## src/rtl/led_sched_pkg.sv

```systemverilog
// rtl/led_sched_pkg.sv - shared types and sizes for the LED bank scheduler
package led_sched_pkg;
  localparam int NUM_REQ = 4;
  localparam int LED_W   = 9;
  localparam int IDX_W   = $clog2(NUM_REQ);

  typedef enum logic [1:0] {
    IDLE,
    HOLD,
    GAP
  } led_sched_state_t;

  typedef logic [NUM_REQ-1:0][LED_W-1:0] pattern_bank_t;
endpackage

```

## src/rtl/led_bank_scheduler_if.sv

```systemverilog
// rtl/led_bank_scheduler_if.sv - request/pattern inputs and LED/grant outputs of the scheduler
interface led_bank_scheduler_if;
  logic [led_sched_pkg::NUM_REQ-1:0] REQ_I;
  led_sched_pkg::pattern_bank_t      PATTERN_I;
  logic [led_sched_pkg::LED_W-1:0]   LED_GREEN_O;
  logic [led_sched_pkg::NUM_REQ-1:0] GRANT_O;
  logic                              BUSY_O;

  modport master (output REQ_I, output PATTERN_I, input LED_GREEN_O, input GRANT_O, input BUSY_O);
  modport slave  (input REQ_I, input PATTERN_I, output LED_GREEN_O, output GRANT_O, output BUSY_O);
endinterface

```

## src/rtl/led_bank_scheduler_rr_arbiter.sv

```systemverilog
// rtl/led_bank_scheduler_rr_arbiter.sv - combinational round-robin pick starting at ptr_i
module rr_arbiter
  import led_sched_pkg::*;
(
  input  logic [NUM_REQ-1:0] req_i,
  input  logic [IDX_W-1:0]   ptr_i,
  output logic [NUM_REQ-1:0] grant_o,
  output logic [IDX_W-1:0]   idx_o,
  output logic               valid_o
);
  logic [IDX_W-1:0] cand;

  // Scan from the farthest offset down so the nearest set bit to ptr_i wins.
  always_comb begin
    idx_o   = '0;
    valid_o = 1'b0;
    cand    = '0;
    for (int k = NUM_REQ - 1; k >= 0; k--) begin
      cand = ptr_i + IDX_W'(k);
      if (req_i[cand]) begin
        idx_o   = cand;
        valid_o = 1'b1;
      end
    end
    grant_o = valid_o ? (NUM_REQ'(1) << idx_o) : '0;
  end
endmodule

```

## src/rtl/led_bank_scheduler.sv

```systemverilog
// rtl/led_bank_scheduler.sv - time-shares the green LED bank among four round-robin sources
module led_bank_scheduler
  import led_sched_pkg::*;
#(
  parameter int HOLD_CYCLES = 50_000_000,
  parameter int GAP_CYCLES  = 5_000_000
) (
  input  logic                 CLOCK_50_I,
  input  logic                 RESET_I,
  led_bank_scheduler_if.slave  bus
);
  localparam int HOLD_W = (HOLD_CYCLES > 1) ? $clog2(HOLD_CYCLES) : 1;
  localparam int GAP_W  = (GAP_CYCLES > 1) ? $clog2(GAP_CYCLES) : 1;
  localparam logic [HOLD_W-1:0] HOLD_LAST = HOLD_W'(HOLD_CYCLES - 1);
  localparam logic [GAP_W-1:0]  GAP_LAST  = GAP_W'(GAP_CYCLES - 1);

  led_sched_state_t   state_q, state_d;
  logic [IDX_W-1:0]   idx_q, idx_d;
  logic [IDX_W-1:0]   ptr_q, ptr_d;
  logic [HOLD_W-1:0]  hold_cnt_q, hold_cnt_d;
  logic [GAP_W-1:0]   gap_cnt_q, gap_cnt_d;
  logic [NUM_REQ-1:0] grant_q, grant_d;
  logic [LED_W-1:0]   led_q, led_d;
  logic               busy_q, busy_d;

  logic [NUM_REQ-1:0] arb_grant;
  logic [IDX_W-1:0]   arb_idx;
  logic               arb_valid;
  logic               start_grant;

  rr_arbiter u_arb (
    .req_i   (bus.REQ_I),
    .ptr_i   (ptr_q),
    .grant_o (arb_grant),
    .idx_o   (arb_idx),
    .valid_o (arb_valid)
  );

  always_comb begin
    state_d     = state_q;
    idx_d       = idx_q;
    ptr_d       = ptr_q;
    hold_cnt_d  = hold_cnt_q;
    gap_cnt_d   = gap_cnt_q;
    start_grant = 1'b0;

    case (state_q)
      IDLE: start_grant = arb_valid;
      HOLD: begin
        if (hold_cnt_q == HOLD_LAST || !bus.REQ_I[idx_q]) begin
          state_d   = GAP;
          gap_cnt_d = '0;
        end else begin
          hold_cnt_d = hold_cnt_q + HOLD_W'(1);
        end
      end
      GAP: begin
        if (gap_cnt_q == GAP_LAST) begin
          if (arb_valid) start_grant = 1'b1;
          else           state_d     = IDLE;
        end else begin
          gap_cnt_d = gap_cnt_q + GAP_W'(1);
        end
      end
      default: state_d = IDLE;
    endcase

    if (start_grant) begin
      state_d    = HOLD;
      idx_d      = arb_idx;
      ptr_d      = arb_idx + IDX_W'(1);
      hold_cnt_d = '0;
    end

    // Outputs come from next state/grantee so LEDs and grant switch on the same edge.
    grant_d = '0;
    led_d   = '0;
    if (state_d == HOLD) begin
      grant_d = start_grant ? arb_grant : grant_q;
      led_d   = bus.PATTERN_I[idx_d];
    end
    busy_d = (state_d != IDLE);
  end

  always_ff @(posedge CLOCK_50_I) begin
    if (RESET_I) begin
      state_q    <= IDLE;
      idx_q      <= '0;
      ptr_q      <= '0;
      hold_cnt_q <= '0;
      gap_cnt_q  <= '0;
      grant_q    <= '0;
      led_q      <= '0;
      busy_q     <= 1'b0;
    end else begin
      state_q    <= state_d;
      idx_q      <= idx_d;
      ptr_q      <= ptr_d;
      hold_cnt_q <= hold_cnt_d;
      gap_cnt_q  <= gap_cnt_d;
      grant_q    <= grant_d;
      led_q      <= led_d;
      busy_q     <= busy_d;
    end
  end

  assign bus.GRANT_O     = grant_q;
  assign bus.LED_GREEN_O = led_q;
  assign bus.BUSY_O      = busy_q;
endmodule

```

## src/flat_wrapper.sv

```systemverilog
// flat-port wrapper written by rule: the top's interface ports become plain ports
module led_bank_scheduler_flat import led_sched_pkg::*;
#(
  parameter int HOLD_CYCLES = 50_000_000,
  parameter int GAP_CYCLES  = 5_000_000
)
  (CLOCK_50_I, RESET_I, bus_REQ_I, bus_PATTERN_I, bus_LED_GREEN_O, bus_GRANT_O, bus_BUSY_O);
  led_bank_scheduler_if bus_i ();
  input  logic CLOCK_50_I;
  input  logic RESET_I;
  input wire logic [$bits(bus_i.REQ_I)-1:0] bus_REQ_I;
  input wire logic [$bits(bus_i.PATTERN_I)-1:0] bus_PATTERN_I;
  output wire logic [$bits(bus_i.LED_GREEN_O)-1:0] bus_LED_GREEN_O;
  output wire logic [$bits(bus_i.GRANT_O)-1:0] bus_GRANT_O;
  output wire logic [$bits(bus_i.BUSY_O)-1:0] bus_BUSY_O;
  assign bus_i.REQ_I = bus_REQ_I;
  assign bus_i.PATTERN_I = bus_PATTERN_I;
  assign bus_LED_GREEN_O = bus_i.LED_GREEN_O;
  assign bus_GRANT_O = bus_i.GRANT_O;
  assign bus_BUSY_O = bus_i.BUSY_O;
  led_bank_scheduler #(.HOLD_CYCLES(HOLD_CYCLES), .GAP_CYCLES(GAP_CYCLES)) u_core (.CLOCK_50_I(CLOCK_50_I), .RESET_I(RESET_I), .bus(bus_i));
endmodule
```

## config.mk

```make
export PLATFORM = sky130hd
export DESIGN_NAME = led_bank_scheduler_flat
export DESIGN_NICKNAME = d
export VERILOG_FILES = /design/src/rtl/led_sched_pkg.sv /design/src/rtl/led_bank_scheduler_if.sv /design/src/rtl/led_bank_scheduler_rr_arbiter.sv /design/src/rtl/led_bank_scheduler.sv /design/src/flat_wrapper.sv
export SDC_FILE = /design/constraint.sdc
export NUM_CORES = 1
export LEC_CHECK = 0
export ABC_AREA = 1
export BUFFER_PORTS_ARGS = -buffer_cell sky130_fd_sc_hd__clkbuf_2
export CAP_MARGIN = 10
export CORE_ASPECT_RATIO = 1.75
export CORE_MARGIN = 2
export CORE_UTILIZATION = 51
export DETAILED_ROUTE_END_ITERATION = 16
export GPL_TIMING_DRIVEN = 1
export HOLD_SLACK_MARGIN = 0.15
export PLACE_DENSITY = 0.82
export SKIP_CTS_REPAIR_TIMING = 1
export SYNTH_ARGS = -nofsm -noshare
export SYNTH_HDL_FRONTEND = slang
export SYNTH_SLANG_ARGS = --single-unit
```

## constraint.sdc

```tcl
create_clock -name CLOCK_50_I -period 2.4 [get_ports CLOCK_50_I]
set_input_delay 0.6 -clock CLOCK_50_I [delete_from_list [all_inputs] [get_ports CLOCK_50_I]]
set_output_delay 0.6 -clock CLOCK_50_I [all_outputs]
set_load 0.05 [all_outputs]
```

==> impl_metrics.tcl, run 1 <==
set metrics [dict create \
    ir_worst_vdd_uv 742 \
    syn_to_final_growth_pct 15.7 \
    final_util 0.603 \
    status "finished clean" \
    synth_edf_count 0 \
    h-tree-depth 3 \
    fmax_mhz 462 \
    whs_path_depth 2 \
    vias_per_cell 5.40 \
    async_reset_ff_frac 0 \
    routedWlPerCell_um 13.5 \
    seq_area_frac_synth 0.305 \
    io_buffers 55 \
    hold_viol 0 \
    fin_crit_sh 0.902 \
    grt_first_pass_wirelength_um 19500 \
    clockBufferDepth 2 \
    skew_ns 0.00530 \
    synth.distinct_cells 42 \
    antenna_cells 0 \
    dieWidth_um 75.2 \
    num_vias 4726 \
    hold_start "u_core.bus.GRANT_O[0]" \
    grt_pass1_vias 4567 \
    holdPathEnd "u_core.bus.GRANT_O[0]" \
    setup_viol 0 \
    route.final.wire_length_um 11800 \
    cts_tree "done" \
    ys_seq_elements 69 \
    final_layout_size_suffix_gt1_frac 0.168 \
    relSlewSlack 0.710 \
    synth_area_um2 4520 \
    start_util 0.522 \
    cts.sinks 69 \
    worstPathMaxFanout 13 \
    clk_pin_slew_ns 0.06 \
    min_path_type "flop to flop" \
    nFillCells 835 \
    drcViolationCount 0 \
    gp_congestion 0.969 \
    dr.pass1.iters 6 \
    io_pins 56 \
    globalRouteTotalUtil 0.256 \
    top_usage_layer "met2" \
    core_area_um2 8670 \
    initialDrtViolationCount 233 \
    hpwl_um 8980 \
    critPathLaunchType "flop" \
    cts_root_buffer "clkbuf_16" \
    worstPathRequired_ns 2.67 \
    setup.worst_path.end_class "flop" \
    grt.overflow.total 0 \
    cp.arrival_ns 2.43 \
    clk_latency_ns 0.34 \
    synth_flop_cell "dfxtp_1" \
    path_class "flop to flop" \
    die_h_um 129 \
    r2r_start "u_core.hold_cnt_q[0]" \
    antenna_found_initial 0 \
    final_antenna_net_count 0 \
    synth_fp_nets 744 \
    met2_usage 0.489 \
    yosys_warnings 0 \
    slew_violations 0 \
    r2r_cells 12 \
    finalNetCount 805 \
    grt_use_met3 0.0446 \
    drv_cap 0 \
    leakagePower_nw 2.30 \
    final.setup.tns_ns 0 \
    reg2reg_setup_slack_ns 0.24 \
    min_period_ns 2.16 \
    dieArea_um2 9670 \
    grt_start_max_net_pins 21 \
    reg2reg_to "u_core.gap_cnt_q[15]" \
    syn_inst 692 \
    cts_buffers 9 \
    rows 45 \
    worstMarginPinSlew_ns 0.431 \
    powerDensity_nw_per_um2 942 \
    rsz0062_at_grt "false" \
    grt_util_met1 0.250 \
    syn_area_per_cell_um2 6.53 \
]
[how the worst max path moves through the flow]
| stage | from | endpoint | slack, ns | depth (start not counted) |
|---|---|---|---|---|
| 6_report | u_core.hold_cnt_q[0] | u_core.gap_cnt_q[15] | 0.24 | 12 |
| 2_1_floorplan | bus_REQ_I[2] | u_core.bus.LED_GREEN_O[0] | 0.59 | 12 |
| 5_1_grt | u_core.hold_cnt_q[1] | u_core.gap_cnt_q[13] | 0.006 | 12 |
| 4_1_cts | u_core.gap_cnt_q[0] | u_core.bus.LED_GREEN_O[6] | 0.20 | 12 |
| 3_3_place_gp | bus_REQ_I[3] | u_core.bus.LED_GREEN_O[3] | 0.24 | 12 |
| 3_5_place_dp | bus_REQ_I[0] | u_core.bus.LED_GREEN_O[3] | 0.18 | 12 |
[layer usage]
| metal | vias to the layer above | share of wire |
|---|---|---|
| met4 | 0 | 0.039 |
| met1 | 2173 | 0.37 |
| met3 | 41 | 0.037 |
| met5 | - | 0 |
| met2 | 161 | 0.55 |
| li1 | 2351 | - |
[critical path: stages, from the launching register on]
cell	delay [ns]
dfxtp_1	0.36
ha_1	0.22
nand2_1	0.07
nor2_1	0.09
nand2_1	0.08
nor2_1	0.11
nand3_1	0.15
nand3_2	0.13
nand3_2	0.28
inv_1	0.24
buf_12	0.16
nand3_1	0.08
a21oi_1	0.14
[per-stage QoR]
| step | worst slack [ns] | power [W] | hold slack (ns) | area, um2 | instances |
|---|---|---|---|---|---|
| after CTS | 0.202 | 0.00493 | 0.470 | 5220 | 875 |
| final | 0.236 | 0.00493 | 0.462 | 5230 | 875 |
| after detailed placement | 0.183 | 0.00347 | 0.462 | 4890 | 859 |
| after floorplan | 0.590 | 0.00310 | 0.457 | 4520 | 692 |
| after global routing | 0.00582 | 0.00523 | 0.489 | 5230 | 875 |
| after global placement | 0.239 | 0.00341 | 0.456 | 4890 | 859 |
[cell type report]
class / instances / area (um2) / area share
inverter: 98 / 372 / 0.0710
timing repair buffer: 69 / 393 / 0.0751
multi-input combinational: 506 / 2610 / 0.499
sequential: 69 / 1380 / 0.264
clock inverter: 4 / 70.1 / 0.0134
clock buffer: 12 / 256 / 0.0490
tap: 117 / 146 / 0.0280
[synthesized netlist by cell type, types with 2 or more instances]
cell,n,area (um2)
xor2_1,18,158
dfxtp_1,69,1380
nand2_2,8,50.1
buf_6,3,33.8
clkbuf_1,3,11.3
a31oi_1,2,12.5
nand3_2,5,50.1
nand3_1,59,295
buf_2,7,35.0
nand2_4,6,67.6
nor4_1,7,43.8
o21ai_0,18,90.1
nor2_4,2,22.5
inv_1,92,345
nand3b_2,9,101
nand2_1,181,679
a21oi_1,52,260
nor3_1,21,105
xnor2_1,7,61.3
ha_1,10,125
nor2_1,67,251
inv_2,3,11.3
nand4_1,17,106
buf_8,3,45.0
o21ai_1,2,10.0
a211oi_1,2,15.0
nor2_2,4,25.0
[sequential cells by signal, summed over array words and instances (netlist names)]
name / flops
u_core.state_q: 2
u_core.hold_cnt_q: 26
u_core.gap_cnt_q: 23
u_core.bus.GRANT_O: 4
u_core.ptr_q: 2
u_core.bus.LED_GREEN_O: 9
u_core.idx_q: 2
u_core.bus.BUSY_O: 1
[cell families after synthesis]
kind of cell	count (synthesis)	share of synthesized area
compound gates	81	0.0946
xor+xnor	25	0.0484
fa+ha+maj	10	0.0277
buf+inv	117	0.119
flops	69	0.305
simple gates	390	0.405
[power by group]
group / leakage (nW) / switching (W) / total (W) / internal [W]
registers: 0.560 / 0.0000966 / 0.00137 / 0.00127
logic: 1.58 / 0.00146 / 0.00210 / 0.000636
clock network: 0.163 / 0.000500 / 0.00146 / 0.000963
[cells in the final DEF, fill, tap and decap left out, types with 3 or more instances in the layout]
cell type  Yosys  final
nand2_1      181    181
inv_1         92     92
dfxtp_1       69     69
nor2_1        67     67
nand3_1       59     59
clkbuf_2       0     55
a21oi_1       52     52
nor3_1        21     20
o21ai_0       18     18
xor2_1        18     18
nand4_1       17     17
buf_4          1     13
ha_1          10     10
nand3b_2       9      9
clkbuf_16      0      9
nand2_2        8      7
nand2_4        6      7
xnor2_1        7      7
nor4_1         7      7
nand3_2        5      5
nor2_2         4      4
inv_2          3      3
clkinv_2       1      3
(Power assumes the default switching activity.)
==> run 2, diff against run 1 <==
--- a/config.mk
+++ b/config.mk
@@ -15,6 +15,7 @@
 export GPL_TIMING_DRIVEN = 1
 export HOLD_SLACK_MARGIN = 0.15
 export PLACE_DENSITY = 0.82
+export SETUP_SLACK_MARGIN = 0.3
 export SKIP_CTS_REPAIR_TIMING = 1
 export SYNTH_ARGS = -nofsm -noshare
 export SYNTH_HDL_FRONTEND = slang
==> run 2 against run 1 <==
  * Die area did not move
  * Critical endpoint is now u_core.bus.LED_GREEN_O[8]
  * Core utilization is 1.6 points higher
  * Clock power about the same
  * Via count rose by 0.32%
  * Largest cell class unchanged
  * Sequential cell count is the same
  * Highest routed layer unchanged
  * Sequential share of layout area fell by 0.50 points
==> impl_metrics.tcl, run 2 (synthesis results as in run 1) <==
set metrics [dict create \
    worstMarginPinSlew_ns 0.403 \
    h-tree-depth 3 \
    dieArea_um2 9670 \
    worstPathMaxFanout 17 \
    cts_root_buffer "clkbuf_16" \
    status "finished clean" \
    grt_first_pass_wirelength_um 19500 \
    ir_worst_vdd_uv 692 \
    initialDrtViolationCount 220 \
    fmax_mhz 505 \
    slowest_delay_ns 0.40 \
    io_buffers 55 \
    vias_per_cell 5.40 \
    clockBufferDepth 2 \
    antenna_cells 0 \
    critPathLaunchType "flop" \
    setup.worst_path.end_class "flop" \
    route.final.wire_length_um 12100 \
    fin_crit_sh 0.825 \
    largest_reg_flops 26 \
    grt_start_max_net_pins 21 \
    reg2reg_to "u_core.bus.LED_GREEN_O[8]" \
    cp_top_family "simple AND/OR/NAND/NOR gates" \
    clk_latency_ns 0.34 \
    final_area_um2 5370 \
    holdPathEnd "u_core.bus.GRANT_O[0]" \
    drcViolationCount 0 \
    path_class "flop to flop" \
    final_util 0.619 \
    cts.sinks 69 \
    leakagePower_nw 2.32 \
    dieWidth_um 75.2 \
    io_pins 56 \
    drv_cap 0 \
    num_vias 4741 \
    whs_path_depth 2 \
    cts_tree "done" \
    start_util 0.522 \
    cp.arrival_ns 2.24 \
    r2r_cells 12 \
    hpwl_um 8980 \
    min_period_ns 1.98 \
    die_h_um 129 \
    hold_start "u_core.bus.GRANT_O[0]" \
    rows 45 \
    relSlewSlack 0.731 \
    min_path_type "flop to flop" \
    globalRouteTotalUtil 0.256 \
    final_antenna_net_count 0 \
    rsz0062_at_grt "false" \
    powerDensity_nw_per_um2 954 \
    nFillCells 813 \
    slew_violations 0 \
    grt_pass1_vias 4567 \
    crit_chain "ha_4 > inv_1 > nor2_4 > nand3_2 > nor2_2 > nand4_2 > nand2_4 > nand2_8 > buf_4 > nand3b_2 > nand3_1 > a21oi_1" \
    routedWlPerCell_um 13.8 \
    hold_viol 0 \
    skew_ns 0.00534 \
    holdWs_ns 0.463 \
    dr.pass1.iters 5 \
    grt.overflow.total 0 \
    finalNetCount 808 \
    reg2reg_setup_slack_ns 0.42 \
    dpl-instance-area_um2 4890 \
    top_register "u_core.hold_cnt_q" \
    layout_common_cells "nand2_1, inv_1, nor2_1" \
    worstPathRequired_ns 2.66 \
    r2r_start "u_core.gap_cnt_q[0]" \
    antenna_found_initial 0 \
    finalPower_w 0.00512 \
    syn_to_final_growth_pct 18.8 \
    gp_congestion 0.969 \
    cts_buffers 9 \
    clk_pin_slew_ns 0.05 \
    final_layout_size_suffix_gt1_frac 0.192 \
    setup_viol 0 \
    crit_slowest_cell "dfxtp_1" \
    final.setup.tns_ns 0 \
    core_area_um2 8670 \
    layout_commonest_cell "nand2_1" \
    critPathBufInv 2 \
]
## run 2: cell count changes in the layout (fill, tap and decap cells not counted), sizes merged
cell / previous run / this run
nand2: 195 / 196
inv: 96 / 97
clkinv: 4 / 2
buf: 14 / 16
clkinvlp: 0 / 1
## run 2: final cells by class
class                   count  area, um2  area share
clock inverters             4       70.1      0.0130
well taps                 117        146      0.0273
multi-input cells         507       2710       0.505
inverters                  98        379      0.0706
flip-flops and latches     69       1390       0.259
clock buffers              12        256      0.0478
repair buffers             71        415      0.0773
## run 2: per-stage QoR
step                      cells  setup slack [ns]
after floorplan             692             0.590
after global placement      859             0.239
after detailed placement    859             0.183
after CTS                   875             0.202
after global routing        878             0.292
final                       878             0.419
## run 2: worst max-delay path by stage
stage                              startpoint                        end  slack, ns  depth (start not counted)
after detailed placement         bus_REQ_I[0]  u_core.bus.LED_GREEN_O[3]       0.18                         12
after CTS                 u_core.gap_cnt_q[0]  u_core.bus.LED_GREEN_O[6]       0.20                         12
after floorplan                  bus_REQ_I[2]  u_core.bus.LED_GREEN_O[0]       0.59                         12
final                     u_core.gap_cnt_q[0]  u_core.bus.LED_GREEN_O[8]       0.42                         12
after global placement           bus_REQ_I[3]  u_core.bus.LED_GREEN_O[3]       0.24                         12
after global routing          u_core.idx_q[0]      u_core.hold_cnt_q[11]       0.29                         11
## run 2: power by group
group	total, W	switching (W)	internal, W	leakage, nW
Sequential	0.00139	0.000116	0.00128	0.563
Clock	0.00146	0.000496	0.000963	0.163
Combinational	0.00227	0.00157	0.000704	1.59
## run 2: tightest hold or removal path, stage by stage (launching register included)
cell and delay [ns]:
dfxtp_1 0.31, nand2_1 0.06, a21oi_1 0.05
## run 2: per-layer routing
| layer | vias to the layer above | routed length (um) | GRT usage |
|---|---|---|---|
| met1 | 2186 | 4360 | 0.250 |
| met2 | 152 | 6750 | 0.489 |
| met4 | 0 | 501 | 0.127 |
| met5 | - | 0 | 0 |
| li1 | 2354 | - | - |
| met3 | 49 | 505 | 0.0446 |
